$ cat src/rtl/processor_pkg.sv
// processor_pkg -- definitions shared by the pipeline stages.
//
// Holds the instruction field positions, the opcode constants (OP_*), the
// ALU function codes (ALU_OP_*, carried in imm8[2:0] of OP_ALU and decoded
// in stage3), the stage2 state encoding and two helpers that say which
// source registers an opcode actually reads.
//
// Instruction layout (18 bits): op[17:14] rx[13:11] ry[10:8] imm8[7:0].
package processor_pkg;

  localparam int OP_MSB  = 17;
  localparam int OP_LSB  = 14;
  localparam int RX_MSB  = 13;
  localparam int RX_LSB  = 11;
  localparam int RY_MSB  = 10;
  localparam int RY_LSB  = 8;
  localparam int IMM_MSB = 7;
  localparam int IMM_LSB = 0;

  localparam logic [3:0] OP_NOP              = 4'h0;
  localparam logic [3:0] OP_ALU              = 4'h1;  // rx <= rx (ALU_OP) ry
  localparam logic [3:0] OP_LOAD_IMMEDIATE   = 4'h2;  // rx <= sext(imm8)
  localparam logic [3:0] OP_LOAD_FROM_MEMORY = 4'h3;  // rx <= mem[ry + imm8]
  localparam logic [3:0] OP_WRITE_TO_MEMORY  = 4'h4;  // mem[ry + imm8] <= rx
  localparam logic [3:0] OP_BRANCH_ZERO      = 4'h5;  // if rx == 0 : ip += imm8
  localparam logic [3:0] OP_JUMP             = 4'h6;  // ip <= ry + imm8
  localparam logic [3:0] OP_WAIT             = 4'h7;  // stall imm8 cycles

  localparam logic [2:0] ALU_OP_ADD = 3'd0;
  localparam logic [2:0] ALU_OP_SUB = 3'd1;
  localparam logic [2:0] ALU_OP_AND = 3'd2;
  localparam logic [2:0] ALU_OP_OR  = 3'd3;
  localparam logic [2:0] ALU_OP_XOR = 3'd4;
  localparam logic [2:0] ALU_OP_SHL = 3'd5;
  localparam logic [2:0] ALU_OP_SHR = 3'd6;
  localparam logic [2:0] ALU_OP_MOV = 3'd7;

  typedef enum logic [1:0] {
    ST_RUN    = 2'd0,
    ST_HAZARD = 2'd1,
    ST_WAIT   = 2'd2
  } stage2_state_t;

  // rx is a source only where it is read; for loads it is the destination.
  function automatic logic uses_rx(input logic [3:0] op);
    return (op == OP_ALU) || (op == OP_WRITE_TO_MEMORY) || (op == OP_BRANCH_ZERO);
  endfunction

  function automatic logic uses_ry(input logic [3:0] op);
    return (op == OP_ALU) || (op == OP_LOAD_FROM_MEMORY) ||
           (op == OP_WRITE_TO_MEMORY) || (op == OP_JUMP);
  endfunction

endpackage

$ cat src/rtl/processor_operand_select.sv
// processor_operand_select -- operand sourcing and read-after-write hazard.
//
// Build option: STAGE2_FORWARD_EN
//   defined   : a write-back to a source register this cycle is bypassed
//               straight into op0/op1; hazard is never raised.
//   undefined : op0/op1 come from the register file; hazard is raised when a
//               valid word reads a register that is being written back now.
//
// Ports
//   in_valid                         stage1 word valid
//   op, rx, ry                       decoded fields of the incoming word
//   reg_read_data0/1                 register file data for rx/ry
//   wb_enable, wb_addr, wb_data      stage3 write-back
//   op0, op1                         selected operands
//   hazard                           hold the word for one cycle
module processor_operand_select
  import processor_pkg::*;
#(
  parameter int WORD_SIZE = 18
) (
  input  logic                 in_valid,
  input  logic [3:0]           op,
  input  logic [2:0]           rx,
  input  logic [2:0]           ry,
  input  logic [WORD_SIZE-1:0] reg_read_data0,
  input  logic [WORD_SIZE-1:0] reg_read_data1,
  input  logic                 wb_enable,
  input  logic [2:0]           wb_addr,
  input  logic [WORD_SIZE-1:0] wb_data,
  output logic [WORD_SIZE-1:0] op0,
  output logic [WORD_SIZE-1:0] op1,
  output logic                 hazard
);

`ifdef STAGE2_FORWARD_EN
  // Forwarding is independent of opcode; an unused operand is harmless.
  logic unused_hazard_inputs;
  assign unused_hazard_inputs = ^{in_valid, op};

  always_comb begin
    op0    = (wb_enable && (wb_addr == rx)) ? wb_data : reg_read_data0;
    op1    = (wb_enable && (wb_addr == ry)) ? wb_data : reg_read_data1;
    hazard = 1'b0;
  end
`else
  // Write-back data only matters when it is bypassed.
  logic unused_wb_data;
  assign unused_wb_data = ^wb_data;

  always_comb begin
    op0    = reg_read_data0;
    op1    = reg_read_data1;
    hazard = in_valid && wb_enable &&
             ((uses_rx(op) && (wb_addr == rx)) || (uses_ry(op) && (wb_addr == ry)));
  end
`endif

endmodule

$ cat src/rtl/processor_stage2.sv
// processor_stage2 -- decode / operand fetch stage.
//
// Decodes the word from stage1, reads rx/ry from the register file, computes
// ry + sext(imm8) (which doubles as the synchronous data-memory address so
// the read data lands during stage3) and presents everything to stage3 one
// cycle after acceptance. Cycles without an accepted word emit a bubble
// (no_operation=1, mem_write_enable=0, other outputs hold).
//
// Handshake with stage1: a word is taken on a rising clock edge when
// in_valid=1, stall=0 and flush=0. While stall=1 stage1 holds in_code_word
// and in_ip unchanged. flush overrides everything: the word is dropped, any
// hazard or WAIT count is abandoned and the FSM returns to RUN.
//
// FSM: RUN (issue), HAZARD (one-cycle interlock, only without forwarding),
// WAIT (OP_WAIT countdown of imm8 stalled cycles).
//
// Build option: STAGE2_FORWARD_EN enables write-back bypass (see
// processor_operand_select).
//
// Ports
//   clock, reset                 clock, asynchronous active-low reset
//   in_valid, in_code_word, in_ip   word from stage1
//   stall                        stage1 must hold its outputs
//   flush                        stage3 redirect
//   reg_read_addr0/1, reg_read_data0/1   register file read
//   wb_enable, wb_addr, wb_data  stage3 write-back
//   no_operation ... ip_plus_one registered stage3 operands
//   mem_addr, mem_write_enable, mem_write_data   data memory
module processor_stage2
  import processor_pkg::*;
#(
  parameter int ADDR_SIZE = 18,
  parameter int WORD_SIZE = 18
) (
  input  logic                 clock,
  input  logic                 reset,
  input  logic                 in_valid,
  input  logic [WORD_SIZE-1:0] in_code_word,
  input  logic [ADDR_SIZE-1:0] in_ip,
  output logic                 stall,
  input  logic                 flush,
  output logic [2:0]           reg_read_addr0,
  output logic [2:0]           reg_read_addr1,
  input  logic [WORD_SIZE-1:0] reg_read_data0,
  input  logic [WORD_SIZE-1:0] reg_read_data1,
  input  logic                 wb_enable,
  input  logic [2:0]           wb_addr,
  input  logic [WORD_SIZE-1:0] wb_data,
  output logic                 no_operation,
  output logic [WORD_SIZE-1:0] alu_data0,
  output logic [WORD_SIZE-1:0] alu_data1,
  output logic [WORD_SIZE-1:0] data1_plus_imm8,
  output logic [WORD_SIZE-1:0] code_word,
  output logic [ADDR_SIZE-1:0] ip,
  output logic [ADDR_SIZE-1:0] ip_plus_one,
  output logic [ADDR_SIZE-1:0] mem_addr,
  output logic                 mem_write_enable,
  output logic [WORD_SIZE-1:0] mem_write_data
);

  stage2_state_t        state;
  logic [7:0]           counter;

  logic [3:0]           op;
  logic [2:0]           rx;
  logic [2:0]           ry;
  logic [7:0]           imm8;
  logic [WORD_SIZE-1:0] imm_ext;
  logic [WORD_SIZE-1:0] op0;
  logic [WORD_SIZE-1:0] op1;
  logic [WORD_SIZE-1:0] sum;
  logic                 hazard;
  logic                 accept;

  assign op   = in_code_word[OP_MSB:OP_LSB];
  assign rx   = in_code_word[RX_MSB:RX_LSB];
  assign ry   = in_code_word[RY_MSB:RY_LSB];
  assign imm8 = in_code_word[IMM_MSB:IMM_LSB];

  assign reg_read_addr0 = rx;
  assign reg_read_addr1 = ry;

  processor_operand_select #(
    .WORD_SIZE(WORD_SIZE)
  ) u_operand_select (
    .in_valid      (in_valid),
    .op            (op),
    .rx            (rx),
    .ry            (ry),
    .reg_read_data0(reg_read_data0),
    .reg_read_data1(reg_read_data1),
    .wb_enable     (wb_enable),
    .wb_addr       (wb_addr),
    .wb_data       (wb_data),
    .op0           (op0),
    .op1           (op1),
    .hazard        (hazard)
  );

  assign imm_ext = {{(WORD_SIZE-8){imm8[7]}}, imm8};
  assign sum     = op1 + imm_ext;

  // Held low during reset so stage1 never sees a stall from a live hazard.
  // In HAZARD the held word is taken regardless of hazard.
  assign stall  = reset && ((state == ST_WAIT) || ((state == ST_RUN) && hazard));
  assign accept = in_valid && !stall && !flush;

  always_ff @(posedge clock or negedge reset) begin
    if (!reset) begin
      state            <= ST_RUN;
      counter          <= 8'd0;
      no_operation     <= 1'b1;
      alu_data0        <= '0;
      alu_data1        <= '0;
      data1_plus_imm8  <= '0;
      code_word        <= '0;
      ip               <= '0;
      ip_plus_one      <= '0;
      mem_addr         <= '0;
      mem_write_enable <= 1'b0;
      mem_write_data   <= '0;
    end else if (flush) begin
      state            <= ST_RUN;
      counter          <= 8'd0;
      no_operation     <= 1'b1;
      mem_write_enable <= 1'b0;
    end else begin
      case (state)
        ST_RUN:    if (in_valid && hazard) state <= ST_HAZARD;
        ST_HAZARD: state <= ST_RUN;
        ST_WAIT: begin
          counter <= counter - 8'd1;
          if (counter <= 8'd1) state <= ST_RUN;
        end
        default:   state <= ST_RUN;
      endcase

      if (accept) begin
        no_operation     <= 1'b0;
        alu_data0        <= op0;
        alu_data1        <= op1;
        data1_plus_imm8  <= sum;
        code_word        <= in_code_word;
        ip               <= in_ip;
        ip_plus_one      <= in_ip + ADDR_SIZE'(1);
        mem_addr         <= sum[ADDR_SIZE-1:0];
        mem_write_enable <= (op == OP_WRITE_TO_MEMORY);
        mem_write_data   <= op0;
        // WAIT issues normally; a zero count costs no cycles.
        if (op == OP_WAIT) begin
          counter <= imm8;
          if (imm8 != 8'd0) state <= ST_WAIT;
        end
      end else begin
        no_operation     <= 1'b1;
        mem_write_enable <= 1'b0;
      end
    end
  end

endmodule

$ cat config.mk
export PLATFORM = sky130hd
export DESIGN_NAME = processor_stage2
export DESIGN_NICKNAME = d
export VERILOG_FILES = /design/src/rtl/processor_pkg.sv /design/src/rtl/processor_operand_select.sv /design/src/rtl/processor_stage2.sv
export SDC_FILE = /design/constraint.sdc
export NUM_CORES = 1
export LEC_CHECK = 0
export ABC_AREA = 1
export CORE_MARGIN = 10
export CORE_UTILIZATION = 34
export CTS_BUF_LIST = sky130_fd_sc_hd__clkbuf_4
export DETAILED_ROUTE_END_ITERATION = 7
export PLACE_DENSITY = 0.65
export SLEW_MARGIN = 5
export SYNTH_ARGS = -nofsm -noshare
export SYNTH_HDL_FRONTEND = slang
export SYNTH_SLANG_ARGS = --single-unit
$ cat constraint.sdc
create_clock -name clock -period 1.95 [get_ports clock]
set_clock_uncertainty 0.1 [all_clocks]
set_input_delay 0.195 -clock clock [delete_from_list [all_inputs] [get_ports clock]]
set_output_delay 0.195 -clock clock [all_outputs]
set_load 0.02 [all_outputs]
== Word level (Yosys, flattened, before mapping) ==
Index checks and enable logic that the tools add are counted.

* $add $sub $neg: 3
* Eq/ne operators: 9
* $lt $le $gt $ge: 1
* Muxes and demuxes: 15
* Reduce and logical (&&, ||, !) cells: 21
* Bitwise logic cells: 1

{| class="wikitable"
|+ Operators by type and width
! kind !! count
|-
| $mux W8 || 4
|-
| $add A18 B1 Y18 const B || 1
|-
| $add A18 B18 Y18 || 1
|-
| $eq A4 B3 Y1 const B || 4
|-
| $mux W2 || 6
|-
| $logic_and A1 B1 Y1 || 9
|-
| $le A8 B1 Y1 const B || 1
|-
| $reduce_bool A8 Y1 || 1
|-
| $sub A8 B1 Y8 const B || 1
|-
| $logic_or A1 B1 Y1 || 7
|-
| $eq A3 B3 Y1 || 2
|-
| $eq A4 B1 Y1 const B || 1
|-
| $eq A4 B2 Y1 const B || 1
|-
| $mux W1 || 4
|-
| $pmux W2 S2 || 1
|-
| $eq A2 B2 Y1 const B || 1
|-
| $logic_not A1 Y1 || 2
|-
| $logic_not A2 Y1 || 1
|-
| $reduce_and A2 Y1 || 1
|-
| $not A1 Y1 || 1
|}

* Flip-flop bits (word level): 120
* Word-level logic and storage cells: 60

== Logic depth before layout (Yosys ltp) ==
* Word-level depth: 15
* Mapped depth: 14
* Gate-level depth less buffers: 13

== Modules after synthesis ==
From an unflattened synthesis, not the netlist that was laid out.

* Cell total of the unflattened synthesis: 873
* Area, all modules: 6,807.8 µm²

{| class="wikitable"
|+ Modules (own cells, without submodules)
! module !! cells an instance !! area an instance (µm²) !! instances !! seq. area each (µm²)
|-
| processor_stage2 || 799 || 6,386.1 || 1 || 3,004.1
|-
| processor_operand_select || 74 || 421.7 || 1 || 0.0
|}

== Least setup slack after synthesis ==
OpenSTA, ideal clock, no wires.

* Path type: in2reg
* Start: input in_code_word[0]
* End: register mem_addr[16]
* Library setup time: 0.117 ns
* Buffers on the path: 0
* Stages: 11
* Slack: 0.101 ns
* Arrival time: 1.632 ns
* Data required time: 1.733 ns
* Cells stage by stage: ha_1 > inv_1 > fa_1 > o21ai_0 > nand3_1 > nand2_1 > nand2_1 > nand2_1 > nand2_1 > nand3_1 > nand2_1

* Cells in the longest elaborated chain, start to end: 1

{| class="wikitable"
|+ Ends and longest elaborated chain
! element !! RTL line !! source
|-
| start: declaration || processor_stage2.sv:38 || <nowiki>input logic [WORD_SIZE-1:0] in_code_word,</nowiki>
|-
| $add A18 B18 Y18 || processor_stage2.sv:101 || <nowiki>assign sum = op1 + imm_ext;</nowiki>
|-
| end signal: assignment || processor_stage2.sv:146 || <nowiki>mem_addr <= sum[ADDR_SIZE-1:0];</nowiki>
|-
| end: declaration || processor_stage2.sv:56 || <nowiki>output logic [ADDR_SIZE-1:0] mem_addr,</nowiki>
|}

Every way passes these cells.
A chain may end at the register's enable or synchronous reset.

== Worst setup path after layout ==
* Start: register state[1]
* End: output stall

* Cells in the longest elaborated chain, start to end: 4
* Elaborated cells between the ends (all ways): 5
* Classes of those cells: 1 x eq/ne; 4 x reduce/logical

{| class="wikitable"
|+ Ends and longest elaborated chain
! element !! RTL line !! source
|-
| start: declaration || processor_stage2.sv:61 || <nowiki>stage2_state_t state;</nowiki>
|-
| start signal: assignment || processor_stage2.sv:110 || <nowiki>state <= ST_RUN;</nowiki>
|-
| start signal: assignment || processor_stage2.sv:123 || <nowiki>state <= ST_RUN;</nowiki>
|-
| start signal: assignment || processor_stage2.sv:129 || <nowiki>ST_RUN: if (in_valid && hazard) state <= ST_HAZARD;</nowiki>
|-
| $logic_not A2 Y1 || processor_stage2.sv:105 || <nowiki>assign stall = reset && ((state == ST_WAIT) || ((state == ST_RUN) && hazard));</nowiki>
|-
| $logic_and A1 B1 Y1 || processor_stage2.sv:105 ||
|-
| $logic_or A1 B1 Y1 (*) || processor_stage2.sv:105 ||
|-
| $logic_and A1 B1 Y1 (*) || processor_stage2.sv:105 ||
|-
| end: declaration || processor_stage2.sv:40 || <nowiki>output logic stall,</nowiki>
|}

Mark *: on every way between the ends. The rest lies on a longest branch, timed or not.

==> metrics.txt <==
status=finished, final reports clean; dpl hpwl=16.6 mm; hold depth=3; final slew viol count=0; DRC violations left=0; total number of vias=6423; placed insts=1375; die extent in x=159 um; r2r setup slk=0.07 ns; Gate Count Post-Synth=856; global-route wire length before repair=34.6 mm; Mean Syn Cell Area=7.70 um^2; # setup viols final=0; CP max FO=3; worst-path cell chain=buf_4 -> buf_4 -> nand2_1 -> nand2_2 -> nand2_2 -> inv_2 -> buf_6; Boundary Pins=251; Ys Warns=0; R2R Path End=ip_plus_one[6]; pin count of the biggest net entering global routing=121; Synth Cell Area=6590 um^2; Hold Path End=mem_write_data[6]; Seq cells post-synth=120; Power Total=8.52 mW; Tmin final=1.94 ns; vias in the first global route=6400; RR Startpoint=state[1]; CP max stage cell=dfrtp_1; Row Count=50; area delta synth->final=54.5%; Clk pin slew, worst setup/hold paths=0.11 ns; Worst-Margin Slew=0.732 ns; share of layout cells above drive strength 1=0.127; RSZ-0062 raised after global routing=yes; critical path data required time=1.65 ns; fin nets=1260; clock buffer depth=2; drt pass-1 iters=4; crit path DAT=1.65 ns; register area share after synthesis=0.456; GPL Wtd Cong=0.851; ANT nets after route=0; Fin. Hold Viols=0; post-synth cell types=31; Initial Utilization=0.349; Place WS=-0.407 ns; insertion delay to the later sink of the worst-skew pair=0.54 ns; die height=159 um; Setup CP Type=reg -> out; final worst setup slack=0.00871 ns; Max-Cap Viols=0; clock sink count=120; hold crit path type=in -> reg; core area=18900 um^2; Power Density=836 nW/um^2; CP peak stage delay=0.40 ns; synthesized netlist net count=975; Startpoint Class=register; initial antenna violation count=2; FF-to-FF path depth=10; GRT Util Overall=0.168; routed len/inst=15.7 um; CTS root buffer=clkbuf_4; H-Tree Depth=4; FILL cells=1808; worst vdd ir=0.394 mV; total global routing overflow=0; post-route insts no fill=1415; final WL=22.2 mm; endpoint type of the worst setup path=output port; number of port buffers=232; Achievable Freq=515 MHz; fin crit share=0.996; Critical Path Source=state[1]; hold wc startpoint=reg_read_data0[6]; relative slew slack=0.512; Num CTS Buffers=17; vias per cell=4.54; Iter 0 DRT Violations=373; P_leak=5.42 nW; CTS tree=done; die area=25300 um^2
## worst max-delay path by stage
| stage | to | slack (ns) | cells past startpoint |
|---|---|---|---|
| final | stall | 0.009 | 7 |
| after global routing | stall | -0.15 | 8 |
| after floorplan | mem_addr[16] | 0.10 | 11 |
| after CTS | stall | -0.04 | 8 |
| after global placement | mem_addr[16] | -0.43 | 13 |
| after detailed placement | mem_addr[16] | -0.41 | 13 |
## cell usage in the layout (no fill, tap or decap), drive strengths merged
cell type	count
fa	1
nor3	6
clkbuf	21
xnor2	11
nand3	46
nor2	52
buf	101
xor2	16
dlymetal6s2s	38
dlygate4sd3	1
o211ai	2
dfrtp	119
o21ai	69
diode	2
a21boi	1
nand4	10
nand3b	6
clkinvlp	2
a21oi	16
ha	20
inv	64
clkdlybuf4s50	176
a21o	1
dlygate4sd2	16
o21a	2
dfstp	1
and2	2
nand2	342
clkinv	6
bufinv	5
## report_power, final
group          switching (mW)  internal (mW)  total [mW]
Clock                    1.00           1.15        2.15
Sequential              0.292           2.88        3.17
Combinational            1.70           1.50        3.20
## layer usage
layer	global-route usage	vias to the layer above	routed length, um
met1	0.198	2985	9490
met2	0.286	169	10900
li1	-	3252	-
met5	0	-	0
met3	0.0596	17	1570
met4	0.0400	0	221
## critical path, delay by kind of cell (launching register included)
family | cells | cell delay [ns]
buf+inv | 4 | 0.43
flops | 1 | 0.40
simple gates | 3 | 0.27
## what timing repair did
action,4_1_cts,5_1_grt
setup buffers,0,2
endpoints found under the setup margin,18,82
gates resized for setup,21,46
pin swaps,1,5
gates cloned,0,4
hold endpoints to repair,120,0
hold buffers,1,0
## cell usage after synthesis, drive strengths merged
| master | n | area [um^2] |
|---|---|---|
| buf | 62 | 452 |
| clkbuf | 8 | 31.3 |
| a21o | 1 | 7.51 |
| ha | 20 | 250 |
| nand4 | 10 | 62.6 |
| nand3 | 46 | 235 |
| nand2 | 341 | 1290 |
| nor3 | 6 | 30.0 |
| nor2 | 52 | 203 |
| a21oi | 16 | 80.1 |
| nand3b | 6 | 45.0 |
| o21ai | 69 | 345 |
| xor2 | 16 | 140 |
| o21a | 2 | 15.0 |
| a21boi | 1 | 11.3 |
| inv | 64 | 240 |
| dfstp | 1 | 26.3 |
| xnor2 | 11 | 96.3 |
| fa | 1 | 20.0 |
| o211ai | 2 | 15.0 |
| and2 | 2 | 12.5 |
| dfrtp | 119 | 2980 |
## stage by stage
stage | util | instance area [um^2] | hold slack [ns] | setup TNS [ns]
after floorplan | - | 6590 | -0.201 | 0
after global placement | 0.509 | 9620 | 0.292 | -31.30
after detailed placement | 0.509 | 9620 | 0.293 | -37.73
after CTS | 0.526 | 9940 | 0.0228 | -0.0367
after global routing | 0.539 | 10200 | 0.0256 | -0.157
final | 0.539 | 10200 | 0.0743 | 0
## area by class of cell
class	count	area, um^2	share of cell area
timing repair buffer	335	3370	0.331
sequential	120	3000	0.295
multi-input combinational	603	2900	0.285
tap	260	325	0.0319
inverter	64	240	0.0236
clock inverter	13	204	0.0200
clock buffer	18	135	0.0133
antenna	2	5.00	0.000492
## flip-flops by register name, indices dropped and copies added (netlist names)
| name | cells |
|---|---|
| alu_data1 | 18 |
| code_word | 18 |
| counter | 8 |
| ip | 18 |
| ip_plus_one | 18 |
| mem_addr | 18 |
| mem_write_data | 18 |
| mem_write_enable | 1 |
| no_operation | 1 |
| state | 2 |
## cell families (layout without fill, tap and decap cells)
group,count (synthesis),in the layout,share of synthesized area
other cells,0,2,0
compound gates,91,91,0.0720
fa+ha+maj,21,21,0.0410
xor+xnor,27,27,0.0359
buf+inv,134,430,0.110
flops,120,120,0.456
simple gates,463,464,0.285
No activity file was read; power rests on OpenSTA's default activity.
